**config.mk**
```make
export PLATFORM = sky130hd
export DESIGN_NAME = stopwatch_ctrl_flat
export DESIGN_NICKNAME = d
export VERILOG_FILES = /design/src/rtl/stopwatch_ctrl_if.sv /design/src/rtl/stopwatch_ctrl.sv /design/src/flat_wrapper.sv
export SDC_FILE = /design/constraint.sdc
export NUM_CORES = 1
export LEC_CHECK = 0
export CAP_MARGIN = 20
export CORE_ASPECT_RATIO = 1.4
export CORE_MARGIN = 5
export CORE_UTILIZATION = 67
export CTS_CLUSTER_DIAMETER = 100
export CTS_CLUSTER_SIZE = 10
export DETAILED_ROUTE_END_ITERATION = 10
export HOLD_SLACK_MARGIN = 0.05
export PLACE_DENSITY = 0.85
export SLEW_MARGIN = 20
export SYNTH_ARGS = -nofsm -noshare
export SYNTH_HDL_FRONTEND = slang
export SYNTH_SLANG_ARGS = --single-unit
```
**constraint.sdc**
```tcl
create_clock -name clk -period 5 [get_ports clk]
set_input_delay 1 -clock clk [delete_from_list [all_inputs] [get_ports clk]]
set_output_delay 1 -clock clk [all_outputs]
set_load 0.005 [all_outputs]
```
**src/rtl/stopwatch_ctrl_if.sv**
```systemverilog
// Key inputs and datapath control outputs of the stopwatch mode controller.
// Latency: none, plain wires grouped for port convenience.
// Backpressure: none, all signals are level/strobe signals without handshake.
interface stopwatch_ctrl_if;
    logic key_start_pause;
    logic key_display_stop;
    logic count_en;
    logic tick;
    logic display_en;
    logic counter_clear;
    logic led0;
    logic led1;
    logic led2;
    logic led3;

    // Controller side: samples the raw keys, drives the datapath controls.
    modport master (
        input  key_start_pause, key_display_stop,
        output count_en, tick, display_en, counter_clear,
        output led0, led1, led2, led3
    );

    // Key/datapath side: drives the raw keys, consumes the controls.
    modport slave (
        output key_start_pause, key_display_stop,
        input  count_en, tick, display_en, counter_clear,
        input  led0, led1, led2, led3
    );
endinterface

```
**src/rtl/stopwatch_ctrl.sv**
```systemverilog
// Stopwatch mode FSM with key debounce and 10 ms tick prescaler.
// Latency: key press to state change DEBOUNCE_CYCLES+3 clk edges; tick/clear registered.
// Backpressure: none; outputs are free-running strobes and levels.
module stopwatch_ctrl #(
    parameter int unsigned DEBOUNCE_CYCLES = 1000000,
    parameter int unsigned TICK_CYCLES     = 500000
) (
    input  logic             clk,
    input  logic             key_reset,
    stopwatch_ctrl_if.master sw
);
    localparam logic [31:0] DEB_LAST  = 32'(DEBOUNCE_CYCLES - 1);
    localparam logic [31:0] TICK_LAST = 32'(TICK_CYCLES - 1);

    typedef enum logic [2:0] {
        ST_IDLE   = 3'd0,
        ST_RUN    = 3'd1,
        ST_LAP    = 3'd2,
        ST_LPAUSE = 3'd3,
        ST_PAUSE  = 3'd4
    } state_t;

    // Bit 0 = start/pause key, bit 1 = display/stop key; 1 = released.
    logic [1:0]       raw_keys;
    logic [1:0]       sync1_q, sync2_q;
    logic [1:0]       deb_q, deb_d;
    logic [1:0]       deb_dly_q;
    logic [1:0][31:0] deb_cnt_q, deb_cnt_d;
    logic             start_press, disp_press;

    state_t           state_q, state_d;
    logic             clear_q, clear_d;
    logic [31:0]      presc_q, presc_d;
    logic             tick_q, tick_d;
    logic             count_en, display_en;

    assign raw_keys = {sw.key_display_stop, sw.key_start_pause};

    // Synchronize raw keys and hold the stable-level filter state.
    always_ff @(posedge clk or negedge key_reset) begin
        if (!key_reset) begin
            sync1_q   <= 2'b11;
            sync2_q   <= 2'b11;
            deb_q     <= 2'b11;
            deb_dly_q <= 2'b11;
            deb_cnt_q <= '0;
        end else begin
            sync1_q   <= raw_keys;
            sync2_q   <= sync1_q;
            deb_q     <= deb_d;
            deb_dly_q <= deb_q;
            deb_cnt_q <= deb_cnt_d;
        end
    end

    // Accept a new key level only after it has differed for DEBOUNCE_CYCLES cycles.
    always_comb begin
        deb_d     = deb_q;
        deb_cnt_d = '0;
        for (int k = 0; k < 2; k++) begin
            if (sync2_q[k] != deb_q[k]) begin
                if (deb_cnt_q[k] == DEB_LAST) begin
                    deb_d[k] = sync2_q[k];
                end else begin
                    deb_cnt_d[k] = deb_cnt_q[k] + 32'd1;
                end
            end
        end
    end

    // Falling edge of the debounced level is a press; releases are ignored.
    assign start_press = deb_dly_q[0] & ~deb_q[0];
    assign disp_press  = deb_dly_q[1] & ~deb_q[1];

    // State, clear strobe and prescaler registers.
    always_ff @(posedge clk or negedge key_reset) begin
        if (!key_reset) begin
            state_q <= ST_IDLE;
            clear_q <= 1'b1;
            presc_q <= '0;
            tick_q  <= 1'b0;
        end else begin
            state_q <= state_d;
            clear_q <= clear_d;
            presc_q <= presc_d;
            tick_q  <= tick_d;
        end
    end

    // Mode transitions; a start press in the same cycle masks a display press.
    always_comb begin
        state_d = state_q;
        clear_d = 1'b0;
        if (start_press) begin
            case (state_q)
                ST_IDLE:   state_d = ST_RUN;
                ST_RUN:    state_d = ST_PAUSE;
                ST_LAP:    state_d = ST_LPAUSE;
                ST_LPAUSE: state_d = ST_LAP;
                ST_PAUSE:  state_d = ST_RUN;
                default:   state_d = ST_IDLE;
            endcase
        end else if (disp_press) begin
            case (state_q)
                ST_IDLE:   state_d = ST_IDLE;
                ST_RUN:    state_d = ST_LAP;
                ST_LAP:    state_d = ST_RUN;
                ST_LPAUSE: state_d = ST_PAUSE;
                ST_PAUSE: begin
                    state_d = ST_IDLE;
                    clear_d = 1'b1;
                end
                default:   state_d = ST_IDLE;
            endcase
        end
    end

    // Decode datapath enables directly from the current state.
    always_comb begin
        count_en   = 1'b0;
        display_en = 1'b1;
        case (state_q)
            ST_RUN:    count_en = 1'b1;
            ST_LAP: begin
                count_en   = 1'b1;
                display_en = 1'b0;
            end
            ST_LPAUSE: display_en = 1'b0;
            default: begin
                count_en   = 1'b0;
                display_en = 1'b1;
            end
        endcase
    end

    // Prescaler advances only while counting, so paused time keeps its fraction.
    always_comb begin
        presc_d = presc_q;
        tick_d  = 1'b0;
        if (clear_d) begin
            presc_d = '0;
        end else if (count_en) begin
            if (presc_q == TICK_LAST) begin
                presc_d = '0;
                tick_d  = 1'b1;
            end else begin
                presc_d = presc_q + 32'd1;
            end
        end
    end

    assign sw.count_en      = count_en;
    assign sw.display_en    = display_en;
    assign sw.tick          = tick_q;
    assign sw.counter_clear = clear_q;
    assign sw.led0          = count_en;
    assign sw.led1          = ~display_en;
    assign sw.led2          = ~deb_q[0];
    assign sw.led3          = ~deb_q[1];
endmodule

```
**src/flat_wrapper.sv**
```systemverilog
// flat-port wrapper written by rule: the top's interface ports become plain ports
module stopwatch_ctrl_flat 
#(
    parameter int unsigned DEBOUNCE_CYCLES = 1000000,
    parameter int unsigned TICK_CYCLES     = 500000
)
  (clk, key_reset, sw_key_start_pause, sw_key_display_stop, sw_count_en, sw_tick, sw_display_en, sw_counter_clear, sw_led0, sw_led1, sw_led2, sw_led3);
  stopwatch_ctrl_if sw_i ();
  input  logic clk;
  input  logic key_reset;
  input wire logic [$bits(sw_i.key_start_pause)-1:0] sw_key_start_pause;
  input wire logic [$bits(sw_i.key_display_stop)-1:0] sw_key_display_stop;
  output wire logic [$bits(sw_i.count_en)-1:0] sw_count_en;
  output wire logic [$bits(sw_i.tick)-1:0] sw_tick;
  output wire logic [$bits(sw_i.display_en)-1:0] sw_display_en;
  output wire logic [$bits(sw_i.counter_clear)-1:0] sw_counter_clear;
  output wire logic [$bits(sw_i.led0)-1:0] sw_led0;
  output wire logic [$bits(sw_i.led1)-1:0] sw_led1;
  output wire logic [$bits(sw_i.led2)-1:0] sw_led2;
  output wire logic [$bits(sw_i.led3)-1:0] sw_led3;
  assign sw_i.key_start_pause = sw_key_start_pause;
  assign sw_i.key_display_stop = sw_key_display_stop;
  assign sw_count_en = sw_i.count_en;
  assign sw_tick = sw_i.tick;
  assign sw_display_en = sw_i.display_en;
  assign sw_counter_clear = sw_i.counter_clear;
  assign sw_led0 = sw_i.led0;
  assign sw_led1 = sw_i.led1;
  assign sw_led2 = sw_i.led2;
  assign sw_led3 = sw_i.led3;
  stopwatch_ctrl #(.DEBOUNCE_CYCLES(DEBOUNCE_CYCLES), .TICK_CYCLES(TICK_CYCLES)) u_core (.clk(clk), .key_reset(key_reset), .sw(sw_i));
endmodule
```
**After elaboration in Yosys (flattened, before gate mapping)**

Index checks and enable logic that the tools add are counted.

- Bits in registers: 109
- Word-level logic and storage cells: 54
- Input bits: 4
- Output and inout port bits: 8

- Bitwise gates (word level): 4
- Add/subtract/negate cells: 3
- Muxes and demuxes: 19
- Reductions and logical operators: 8
- Equal/unequal tests: 9

Operators by type and width:

| cell | number |
|---|---|
| $mux W32 | 7 |
| $add A32 B1 Y32 const B | 3 |
| $eq A32 B20 Y1 const B | 2 |
| $eq A32 B19 Y1 const B | 1 |
| $pmux W3 S4 | 1 |
| $pmux W3 S3 | 1 |
| $mux W1 | 8 |
| $eq A3 B2 Y1 const B | 2 |
| $mux W3 | 2 |
| $reduce_or A2 Y1 | 3 |
| $reduce_and A2 Y1 | 2 |
| $reduce_bool A2 Y1 | 2 |
| $eq A3 B1 Y1 const B | 1 |
| $eq A3 B3 Y1 const B | 1 |
| $logic_not A3 Y1 | 1 |
| $and A1 B1 Y1 | 2 |
| $ne A1 B1 Y1 | 2 |
| $not A1 Y1 | 2 |

**Longest topological paths before layout**

Gate-level depths: netlist of the first run.

- Word-level depth: 5
- Depth in mapped cells: 8
- Gate-level depth less buffers: 6

**Worst setup path before layout of the first run**

No wires, ideal clock.

- Path type: register to output
- From: reg u_core.state_q[1]
- To: out sw_led0
- Arrival time: 1.325 ns
- Slack: 2.675 ns
- Buffers on the path: 4
- Stages on the path, launching flop included: 7
- Cell sequence: dfrtp_1 buf_2 xnor2_1 nor2_1 buf_2 buf_2 buf_4

- Cells in the longest elaborated chain, start to end: 3
- Elaborated cells between the ends (all ways): 4
- Those cells by class: eq/ne (2); mux (1); reduce/logical (1)

RTL lines:

| element | RTL line | RTL |
|---|---|---|
| start, declared | stopwatch_ctrl.sv:31 | `state_t state_q, state_d;` |
| start signal, assigned | stopwatch_ctrl.sv:83 | `state_q <= state_d;` |
| $eq A3 B1 Y1 / $eq A3 B2 Y1 (equally long branches) | stopwatch_ctrl.sv:122 | `case (state_q)` |
| $reduce_or A2 Y1 (no line) * | n/a |  |
| $mux W1 * | stopwatch_ctrl.sv:122 |  |
| end, declared | flat_wrapper.sv:17 | `output wire logic [$bits(sw_i.led0)-1:0] sw_led0;` |

Mark *: on every way between the ends. The rest lies on a longest branch, timed or not.

**Final worst setup path of the first run**

- From: reg u_core.state_q[1]
- To: out sw_count_en

- Cells in the longest elaborated chain, start to end: 3
- Elaborated cells between the ends (all ways): 4
- Those cells by class: eq/ne (2); mux (1); reduce/logical (1)

RTL lines:

| element | RTL line | RTL |
|---|---|---|
| $eq A3 B1 Y1 / $eq A3 B2 Y1 (equally long branches) | stopwatch_ctrl.sv:122 |  |
| $reduce_or A2 Y1 (no line) * | n/a |  |
| $mux W1 * | stopwatch_ctrl.sv:122 |  |
| end, declared | flat_wrapper.sv:13 | `output wire logic [$bits(sw_i.count_en)-1:0] sw_count_en;` |

Marked as above.

==> out/metrics.csv, run 1 <==
stage,metric,value,unit
critical_path,CP required,4000,ps
placement,Place WS,2240,ps
logic_synthesis,Synth top cells by count,"dfrtp_1, nor2_1, xor2_1",
timing,RSZ-0062 raised after global routing,false,
critical_path,Worst R2R End,u_core.presc_q[13]$_DFFE_PN0P_,
clocking,CTS Hold Bufs,0,
timing,Slew @ Worst Pin,1150,ps
routing,DR WL/cell,16.9,um
routing,highest metal used,met4,
clocking,Skew-Pair Late Insertion Delay,350,ps
floorplanning,Die Wd,87.0,um
power,Comb pwr share,2.2,%
final_layout,Post-layout nets,584,
min_path,hold crit path type,reg2reg,
grt,largest net degree at the start of global routing,78,
critical_path,Max Fanout on Critical Path,24,
power,sw frac,20.9,%
floorplanning,Ports,12,
logic_synthesis,syn nets,581,
min_path,Hold EP,u_core.sync2_q[0]$_DFF_PN1_,
critical_path,worst-path cell chain,"xnor2_1, nor2_1, buf_4, clkdlybuf4s50_1",
final_layout,layout cell share with drive strength beyond 1,7.90,%
routing,DR pass1 iterations,4,
timing,Final Skew,6.84,ps
clocking,H-tree Lvls,3,
power,Clock power frac,43.2,%
grt,GRT overflow,0,
floorplanning,row count,39,
routing,Initial DRC Count,312,
placement,gpl congestion,0.840,
clocking,Clock Sink Count,109,
grt,first-pass GRT wire length,19.7,mm
clocking,CTS tree,done,
clocking,Resize count post-CTS,0,
timing,max_slew headroom,23.0,%
run,Max Cap Viol,0,
logic_synthesis,#FFs+latches synth,109,
final_layout,FF/Latch Area,0.00274,mm^2
logic_synthesis,Synth Warn #,0,
routing,metal2 WL,5.84,mm
critical_path,Critical Path Max Stage Delay,550,ps
logic_synthesis,leading area contributor after synthesis,dfrtp_1,
logic_synthesis,Netlist cell types,50,
critical_path,Crit-path slowest cell,clkdlybuf4s50_1,
critical_path,CP bufs+invs,2,
final_layout,fillers,539,
placement,DP HPWL,7.61,mm
timing,Final Max Slew Viols,0,
routing,post-route ant nets,0,
timing,fin crit share,58.2,%
timing,min cycle time layout,2910,ps
final_layout,number of diodes,0,
routing,via count,4383,
logic_synthesis,Mapped Area,0.00556,mm^2
logic_synthesis,"Primary FF master, synth",dfrtp_1,
critical_path,FF-to-FF setup slack,2100,ps
power,Seq pwr share,54.6,%
grt,vias in the first global route,4256,
timing,"Setup violations, final",0,
routing,Final Routed Wirelength,11.6,mm
logic_synthesis,Avg Synthesized Cell Area,9.69,um^2
timing,setup ws final,2090,ps
min_path,worst hold stages,0,
logic_synthesis,most frequent cell after synthesis,dfrtp_1,
critical_path,worst path arrival time,1910,ps
routing,DRC,0,
logic_synthesis,number of synthesized flops with an enable pin,0,
clocking,Clock Pin Slew Worst Setup and Hold Paths,60,ps
critical_path,CP Class,reg2out,
critical_path,Setup crit start kind,register,
timing,Fin. Hold Viols,0,
critical_path,cells on worst reg2reg path,6,
routing,vias per cell,6.41,
routing,M1 WL,4.90,mm
power,worst vdd ir,218,uV
clocking,setup repair bufs after CTS,0,
logic_synthesis,sequential area share after synthesis,49.3,%
power,static leakage power,2.52,nW
critical_path,"delay-heaviest family, CP",buffers and inverters,
final_layout,area of the multi-input gates,0.00268,mm^2
logic_synthesis,Synth top area share,45.0,%
clocking,Inserted Clock Buffers,9,
clocking,Clock Path Buffers,2,
critical_path,worst r2r src,u_core.presc_q[0]$_DFFE_PN0P_,
logic_synthesis,synth top area cells,"dfrtp_1, xor2_1, nor2_1",
final_layout,Synth-to-Final Area Change,8.12,%
placement,I/O Buffers,11,
power,sw power,0.343,mW
power,design internal power,1.29,mW
floorplanning,Die Ht,118,um
final_layout,final core occ,73.8,%
floorplanning,initial core utilization,68.2,%
timing,f_max,0.344,GHz
floorplanning,CORE AREA,0.00815,mm^2
timing,setup total negative slack,0,ps
min_path,HP Start,u_core.sync1_q[0]$_DFF_PN1_,
grt,initial antenna violation count,0,
logic_synthesis,Syn Inst Count,574,
floorplanning,Die ar.,0.0102,mm^2
power,PD cells,272,mW/mm^2
routing,Routed met3 length,481,um
clocking,clk root buf,clkbuf_16,
logic_synthesis,"FFs w/ async S/R, synth",100,%
critical_path,crit end category,output pin,
grt,GRT Util Overall,23.8,%
outcome,status,completed,
==> power by group through the flow <==
| stage | combinational, mW | sequential (mW) | clock [mW] |
|---|---|---|---|
| 2_1_floorplan | 0.0155 | 0.910 | 0 |
| 3_3_place_gp | 0.0359 | 0.910 | 0 |
| 3_5_place_dp | 0.0371 | 0.911 | 0 |
| 4_1_cts | 0.0373 | 0.894 | 0.713 |
| 5_1_grt | 0.0426 | 0.895 | 0.753 |
| 6_report | 0.0356 | 0.894 | 0.707 |
==> stage by stage <==
stage	instance area, um^2	power [mW]	hold WS, ps	instances
floorplan	5560	0.925	345	574
global placement	5720	0.946	347	668
detailed placement	5720	0.948	348	668
CTS	6010	1.64	357	684
global route	6010	1.69	361	684
finish	6010	1.64	356	684
==> cell usage in the layout, fill, tap and decap left out, types with 9 or more instances in the layout <==
cell,netlist,final
nor4_1,19,18
clkdlybuf4s50_1,0,10
xnor2_1,20,20
nand2_1,32,32
dfrtp_1,100,100
nor2_1,82,82
xor2_1,46,46
a21oi_1,18,18
inv_1,12,12
and3_1,18,18
or3_1,14,14
nand4_1,24,24
dfstp_2,9,9
a31oi_1,10,10
clkbuf_16,0,9
o21ai_0,26,26
and4_1,9,9
nand3_1,41,41
o2111ai_1,9,9
==> state kept, by name, indices dropped and copies added (netlist names) <==
| signal | cells |
|---|---|
| u_core.sync2_q | 2 |
| u_core.deb_q | 2 |
| u_core.sw.tick | 1 |
| u_core.sw.counter_clear | 1 |
| u_core.sync1_q | 2 |
| u_core.state_q | 3 |
| u_core.deb_dly_q | 2 |
| u_core.presc_q | 32 |
| u_core.deb_cnt_q | 64 |
==> cell families after synthesis <==
| kind of cell | share of synthesized area [%] |
|---|---|
| compound gates | 9.36 |
| xor+xnor | 10.4 |
| fa+ha+maj | 0.675 |
| buf+inv | 2.70 |
| flops | 49.3 |
| mux | 0.360 |
| simple gates | 27.3 |
==> routing by layer <==
| metal | vias to the layer above | track usage [%] |
|---|---|---|
| li1 | 2074 | - |
| met1 | 2153 | 30.6 |
| met2 | 128 | 38.1 |
| met3 | 28 | 4.69 |
| met4 | 0 | 11.1 |
| met5 | - | 0 |
==> worst max-delay path by stage <==
stage / endpoint / cells after the start / startpoint
after floorplan: sw_led0 / 6 / u_core.state_q[1]$_DFFE_PN0P_
after global placement: u_core.presc_q[5]$_DFFE_PN0P_ / 6 / u_core.presc_q[0]$_DFFE_PN0P_
after detailed placement: u_core.presc_q[10]$_DFFE_PN0P_ / 6 / u_core.presc_q[0]$_DFFE_PN0P_
after CTS: sw_count_en / 4 / u_core.state_q[1]$_DFFE_PN0P_
after global routing: u_core.presc_q[13]$_DFFE_PN0P_ / 6 / u_core.presc_q[0]$_DFFE_PN0P_
final: sw_count_en / 4 / u_core.state_q[1]$_DFFE_PN0P_
==> layout make-up <==
class	instances	area share (%)
clock inverter	5	0.832
multi-input combinational	431	44.5
inverter	12	0.749
clock buffer	11	4.04
timing repair buffer	14	2.16
sequential	109	45.6
tap	102	2.12
==> worst reg2reg max path, delay by kind of cell, from the launching register on <==
kind | cells | cell delay, ps
AOI/OAI and AO/OA | 1 | 640
and+or+nand+nor | 4 | 1430
DFF | 1 | 430
adders and majority gates | 1 | 260
(Power assumes the default switching activity.)
==> run 2, diff against run 1 <==
- CORE_UTILIZATION: 67 -> 62
- PLACE_DENSITY: 0.85 -> 0.8
- clock period: 5 -> 2.9 ns (I/O delays scaled with it)
==> out/metrics.csv, run 2 (synthesis results as in run 1) <==
stage,metric,value,unit
grt,GRT Util Overall,21.2,%
routing,DR pass1 iterations,4,
timing,"Setup violations, final",0,
clocking,Clock Path Buffers,2,
floorplanning,Die ar.,0.0110,mm^2
final_layout,layout cell share with drive strength beyond 1,7.88,%
grt,largest net degree at the start of global routing,88,
final_layout,number of diodes,0,
clocking,Clock Pin Slew Worst Setup and Hold Paths,70,ps
power,PD cells,464,mW/mm^2
critical_path,CP Class,reg2out,
critical_path,Max Fanout on Critical Path,9,
run,Max Cap Viol,0,
floorplanning,row count,41,
final_layout,largest registers,"u_core.deb_cnt_q (64), u_core.presc_q (32), u_core.state_q (3)",
grt,initial antenna violation count,0,
routing,vias per cell,6.19,
critical_path,worst-path cell chain,"xnor2_1, nor2_1, clkdlybuf4s50_1",
final_layout,area of the multi-input gates,0.00268,mm^2
routing,via count,4280,
clocking,Resize count post-CTS,0,
power,static leakage power,2.52,nW
placement,DP HPWL,7.38,mm
final_layout,"commonest non-fill, non-tap cell in the layout",dfrtp_1,
critical_path,worst path arrival time,2070,ps
clocking,Skew-Pair Late Insertion Delay,340,ps
final_layout,"commonest cells after routing, fill and taps aside","dfrtp_1, nor2_1, xor2_1",
placement,I/O Buffers,11,
routing,post-route ant nets,0,
routing,Final Routed Wirelength,11.0,mm
routing,DR WL/cell,15.9,um
clocking,setup repair bufs after CTS,0,
placement,gpl congestion,0.851,
critical_path,crit end category,output pin,
critical_path,Crit-path slowest cell,clkdlybuf4s50_1,
final_layout,"Most flops, register",u_core.deb_cnt_q,
min_path,hold crit path type,in2async,
critical_path,CP required,2320,ps
critical_path,Setup crit start kind,register,
floorplanning,Ports,12,
grt,GRT overflow,0,
floorplanning,Die Wd,90.0,um
timing,Final Skew,5.71,ps
timing,setup total negative slack,0,ps
critical_path,cells on worst reg2reg path,6,
final_layout,FF/Latch Area,0.00274,mm^2
timing,Slew @ Worst Pin,704,ps
final_layout,max FFs per register,64,
floorplanning,initial core utilization,62.7,%
timing,Final Max Slew Viols,0,
clocking,CTS Hold Bufs,0,
timing,worst hold slack,126,ps
timing,f_max,0.378,GHz
power,worst vdd ir,393,uV
timing,fin crit share,91.3,%
grt,first-pass GRT wire length,19.4,mm
timing,min cycle time layout,2650,ps
timing,Fin. Hold Viols,0,
routing,Initial DRC Count,331,
floorplanning,Die Ht,122,um
floorplanning,CORE AREA,0.00887,mm^2
final_layout,Post-layout nets,586,
final_layout,Synth-to-Final Area Change,8.60,%
final_layout,fillers,682,
clocking,H-tree Lvls,3,
final_layout,final core occ,68.0,%
routing,DRC,0,
critical_path,Critical Path Max Stage Delay,620,ps
clocking,clk root buf,clkbuf_16,
clocking,CTS tree,done,
grt,vias in the first global route,4221,
clocking,Clock Sink Count,109,
clocking,Inserted Clock Buffers,9,
outcome,status,completed,
timing,max_slew headroom,52.7,%
timing,RSZ-0062 raised after global routing,false,
==> run 2: cell types whose count changed in the layout (fill, tap and decap cells not counted) <==
cell	before	now
clkinv_4	0	1
buf_12	0	1
clkinv_2	4	2
clkbuf_8	1	0
buf_4	4	5
clkbuf_1	1	3
==> run 2: metrics by stage <==
stage | instance area, um^2 | setup slack [ps] | power, mW | cells
2_1_floorplan | 5560 | 937 | 1.60 | 574
3_3_place_gp | 5750 | 481 | 1.63 | 675
3_5_place_dp | 5750 | 419 | 1.64 | 675
4_1_cts | 6040 | 244 | 2.83 | 691
5_1_grt | 6040 | 172 | 2.90 | 691
6_report | 6040 | 253 | 2.80 | 691
==> run 2: worst paths after layout <==
kind / start / end / slack, ps
worst max-delay path: u_core.state_q[1]$_DFFE_PN0P_ / sw_count_en / 250
worst min-delay path: key_reset / u_core.deb_cnt_q[49]$_DFF_PN0_ / 130
worst max register to register: u_core.presc_q[0]$_DFFE_PN0P_ / u_core.presc_q[6]$_DFFE_PN0P_ / 420
worst min register to register: u_core.sync1_q[1]$_DFF_PN1_ / u_core.sync2_q[1]$_DFF_PN1_ / 360
max in group asynchronous: key_reset / u_core.sync1_q[1]$_DFF_PN1_ / 2020
min in group clk: u_core.sync1_q[1]$_DFF_PN1_ / u_core.sync2_q[1]$_DFF_PN1_ / 360
==> run 2: power breakdown <==
group          internal [mW]  switching [mW]
clock network          0.670           0.527
logic                 0.0144          0.0485
registers               1.53         0.00930
==> run 2: metal layers <==
layer	vias up	wire (um)	part of all wire, %	track usage, %
met4	0	283	2.6	10.1
li1	2074	-	-	-
met3	25	367	3.3	3.46
met2	84	5400	49	34.6
met1	2097	4910	45	27.6
met5	-	0	0	0
==> run 2: area by class of cell <==
class / instances / share of cell area [%]
repair buffers: 16 / 2.61
inverters: 12 / 0.746
clock buffers: 12 / 3.92
clock inverters: 4 / 0.808
well taps: 107 / 2.22
flip-flops and latches: 109 / 45.4
multi-input cells: 431 / 44.3
==> run 2: critical path, delay by kind of cell, from the launching register on <==
family / cells / cell delay (ps)
xor gates and xnor gates: 1 / 170
buffers and inverters: 1 / 620
and+or+nand+nor: 1 / 440
DFF: 1 / 490
==> run 3, diff against run 2 <==
- CORE_MARGIN: 5 -> 3
==> out/metrics.csv, run 3 (synthesis results as in run 1) <==
stage,metric,value,unit
floorplanning,Die ar.,0.0102,mm^2
clocking,CTS tree,done,
grt,vias in the first global route,4347,
timing,f_max,0.385,GHz
floorplanning,CORE AREA,0.00866,mm^2
critical_path,CP required,2320,ps
routing,via count,4292,
grt,GRT met2 Usage,39.7,%
grt,GR Util met3,3.57,%
final_layout,largest registers,"u_core.deb_cnt_q (64), u_core.presc_q (32), u_core.state_q (3)",
grt,GRT overflow,0,
power,design internal power,2.22,mW
timing,RSZ-0062 raised after global routing,false,
timing,Final Max Slew Viols,0,
timing,worst hold slack,268,ps
routing,vias per cell,6.22,
final_layout,fillers,646,
clocking,clk root buf,clkbuf_16,
critical_path,worst path arrival time,2020,ps
grt,GRT Max-Usage Layer,met2,
routing,Final Routed Wirelength,11.0,mm
outcome,status,completed,
routing,DR pass1 iterations,6,
final_layout,max FFs per register,64,
final_layout,number of diodes,0,
routing,Initial DRC Count,274,
clocking,Resize count post-CTS,0,
floorplanning,Die Wd,86.0,um
grt,GRT Util Overall,23.7,%
clocking,Clock Sink Count,109,
clocking,Inserted Clock Buffers,9,
routing,DR WL/cell,16.0,um
timing,Final Skew,7.79,ps
run,Max Cap Viol,0,
power,Seq pwr share,54.3,%
timing,max_slew headroom,48.0,%
timing,"Setup violations, final",0,
critical_path,worst r2r src,u_core.presc_q[0]$_DFFE_PN0P_,
placement,I/O Buffers,11,
final_layout,"commonest non-fill, non-tap cell in the layout",dfrtp_1,
power,sw frac,21.6,%
routing,DRC,0,
grt,grt met1 use,30.6,%
power,PD cells,468,mW/mm^2
final_layout,Synth-to-Final Area Change,9.00,%
floorplanning,initial core utilization,64.2,%
timing,Fin. Hold Viols,0,
final_layout,"commonest cells after routing, fill and taps aside","dfrtp_1, nor2_1, xor2_1",
timing,Slew @ Worst Pin,774,ps
clocking,Clock Pin Slew Worst Setup and Hold Paths,70,ps
grt,first-pass GRT wire length,19.7,mm
critical_path,Setup crit start kind,register,
critical_path,Max Fanout on Critical Path,9,
critical_path,crit end category,output pin,
final_layout,area of the multi-input gates,0.00268,mm^2
floorplanning,Die Ht,118,um
critical_path,Worst R2R End,u_core.presc_q[2]$_DFFE_PN0P_,
final_layout,Post-layout nets,587,
timing,fin crit share,89.7,%
power,worst vdd ir,335,uV
clocking,H-tree Lvls,3,
min_path,hold crit path type,in2async,
floorplanning,row count,40,
power,sw power,0.614,mW
grt,largest net degree at the start of global routing,53,
critical_path,CP Class,reg2out,
routing,post-route ant nets,0,
grt,initial antenna violation count,0,
power,Comb pwr share,2.3,%
power,static leakage power,2.54,nW
clocking,Clock Path Buffers,2,
critical_path,cells on worst reg2reg path,6,
placement,DP HPWL,7.58,mm
clocking,setup repair bufs after CTS,0,
critical_path,FF-to-FF setup slack,530,ps
placement,gpl congestion,0.876,
clocking,Skew-Pair Late Insertion Delay,350,ps
final_layout,layout cell share with drive strength beyond 1,8.38,%
timing,setup total negative slack,0,ps
floorplanning,Ports,12,
final_layout,"Most flops, register",u_core.deb_cnt_q,
power,Clock power frac,43.5,%
clocking,CTS Hold Bufs,0,
timing,min cycle time layout,2600,ps
final_layout,FF/Latch Area,0.00274,mm^2
==> run 3: cell count changes in the layout (fill, tap and decap cells not counted), sizes merged <==
cell,before,now
clkbuf,12,10
clkinv,3,5
buf,6,7
==> run 3: final cells by class <==
type	count	share of cell area (%)
clock buffer	10	3.78
timing repair buffer	17	2.73
inverter	12	0.743
tap	105	2.17
sequential	109	45.2
multi-input combinational	431	44.2
clock inverter	6	1.22
==> run 3: critical path, stage by stage (launching register included) <==
cell and delay, ps:
dfrtp_1 480, xnor2_1 170, nor2_1 430, clkdlybuf4s50_1 610
==> run 3: power groups by stage <==
| stage | clock network, mW | registers, mW | logic [mW] |
|---|---|---|---|
| after global placement | 0 | 1.57 | 0.0663 |
| final | 1.23 | 1.54 | 0.0640 |
| after CTS | 1.26 | 1.54 | 0.0674 |
| after floorplan | 0 | 1.57 | 0.0267 |
| after global routing | 1.32 | 1.54 | 0.0747 |
| after detailed placement | 0 | 1.57 | 0.0672 |
==> run 3: layer usage <==
metal  vias up  share of wire [%]
li1       2083                  -
met1      2094                 44
met2        95                 51
met3        20                3.0
met4         0                2.1
met5         -                  0
==> run 3: how the worst max path moves through the flow <==
| stage | startpoint | to | slack (ps) | cells past startpoint |
|---|---|---|---|---|
| 2_1_floorplan | u_core.presc_q[0]$_DFFE_PN0P_ | u_core.presc_q[25]$_DFFE_PN0P_ | 940 | 7 |
| 3_3_place_gp | u_core.presc_q[0]$_DFFE_PN0P_ | u_core.presc_q[16]$_DFFE_PN0P_ | 650 | 6 |
| 3_5_place_dp | u_core.presc_q[0]$_DFFE_PN0P_ | u_core.presc_q[13]$_DFFE_PN0P_ | 560 | 6 |
| 4_1_cts | u_core.state_q[1]$_DFFE_PN0P_ | sw_count_en | 300 | 3 |
| 5_1_grt | u_core.state_q[1]$_DFFE_PN0P_ | sw_count_en | 190 | 3 |
| 6_report | u_core.state_q[1]$_DFFE_PN0P_ | sw_count_en | 300 | 3 |
==> run 3: metrics by stage <==
stage | power [mW] | worst slack, ps | std cells | area (um^2) | util (%)
after floorplan | 1.60 | 937 | 574 | 5560 | -
after global placement | 1.64 | 645 | 674 | 5760 | 66.5
after detailed placement | 1.64 | 557 | 674 | 5760 | 66.5
after CTS | 2.87 | 298 | 690 | 6060 | 70.0
after global routing | 2.94 | 186 | 690 | 6060 | 70.0
final | 2.84 | 300 | 690 | 6060 | 70.0
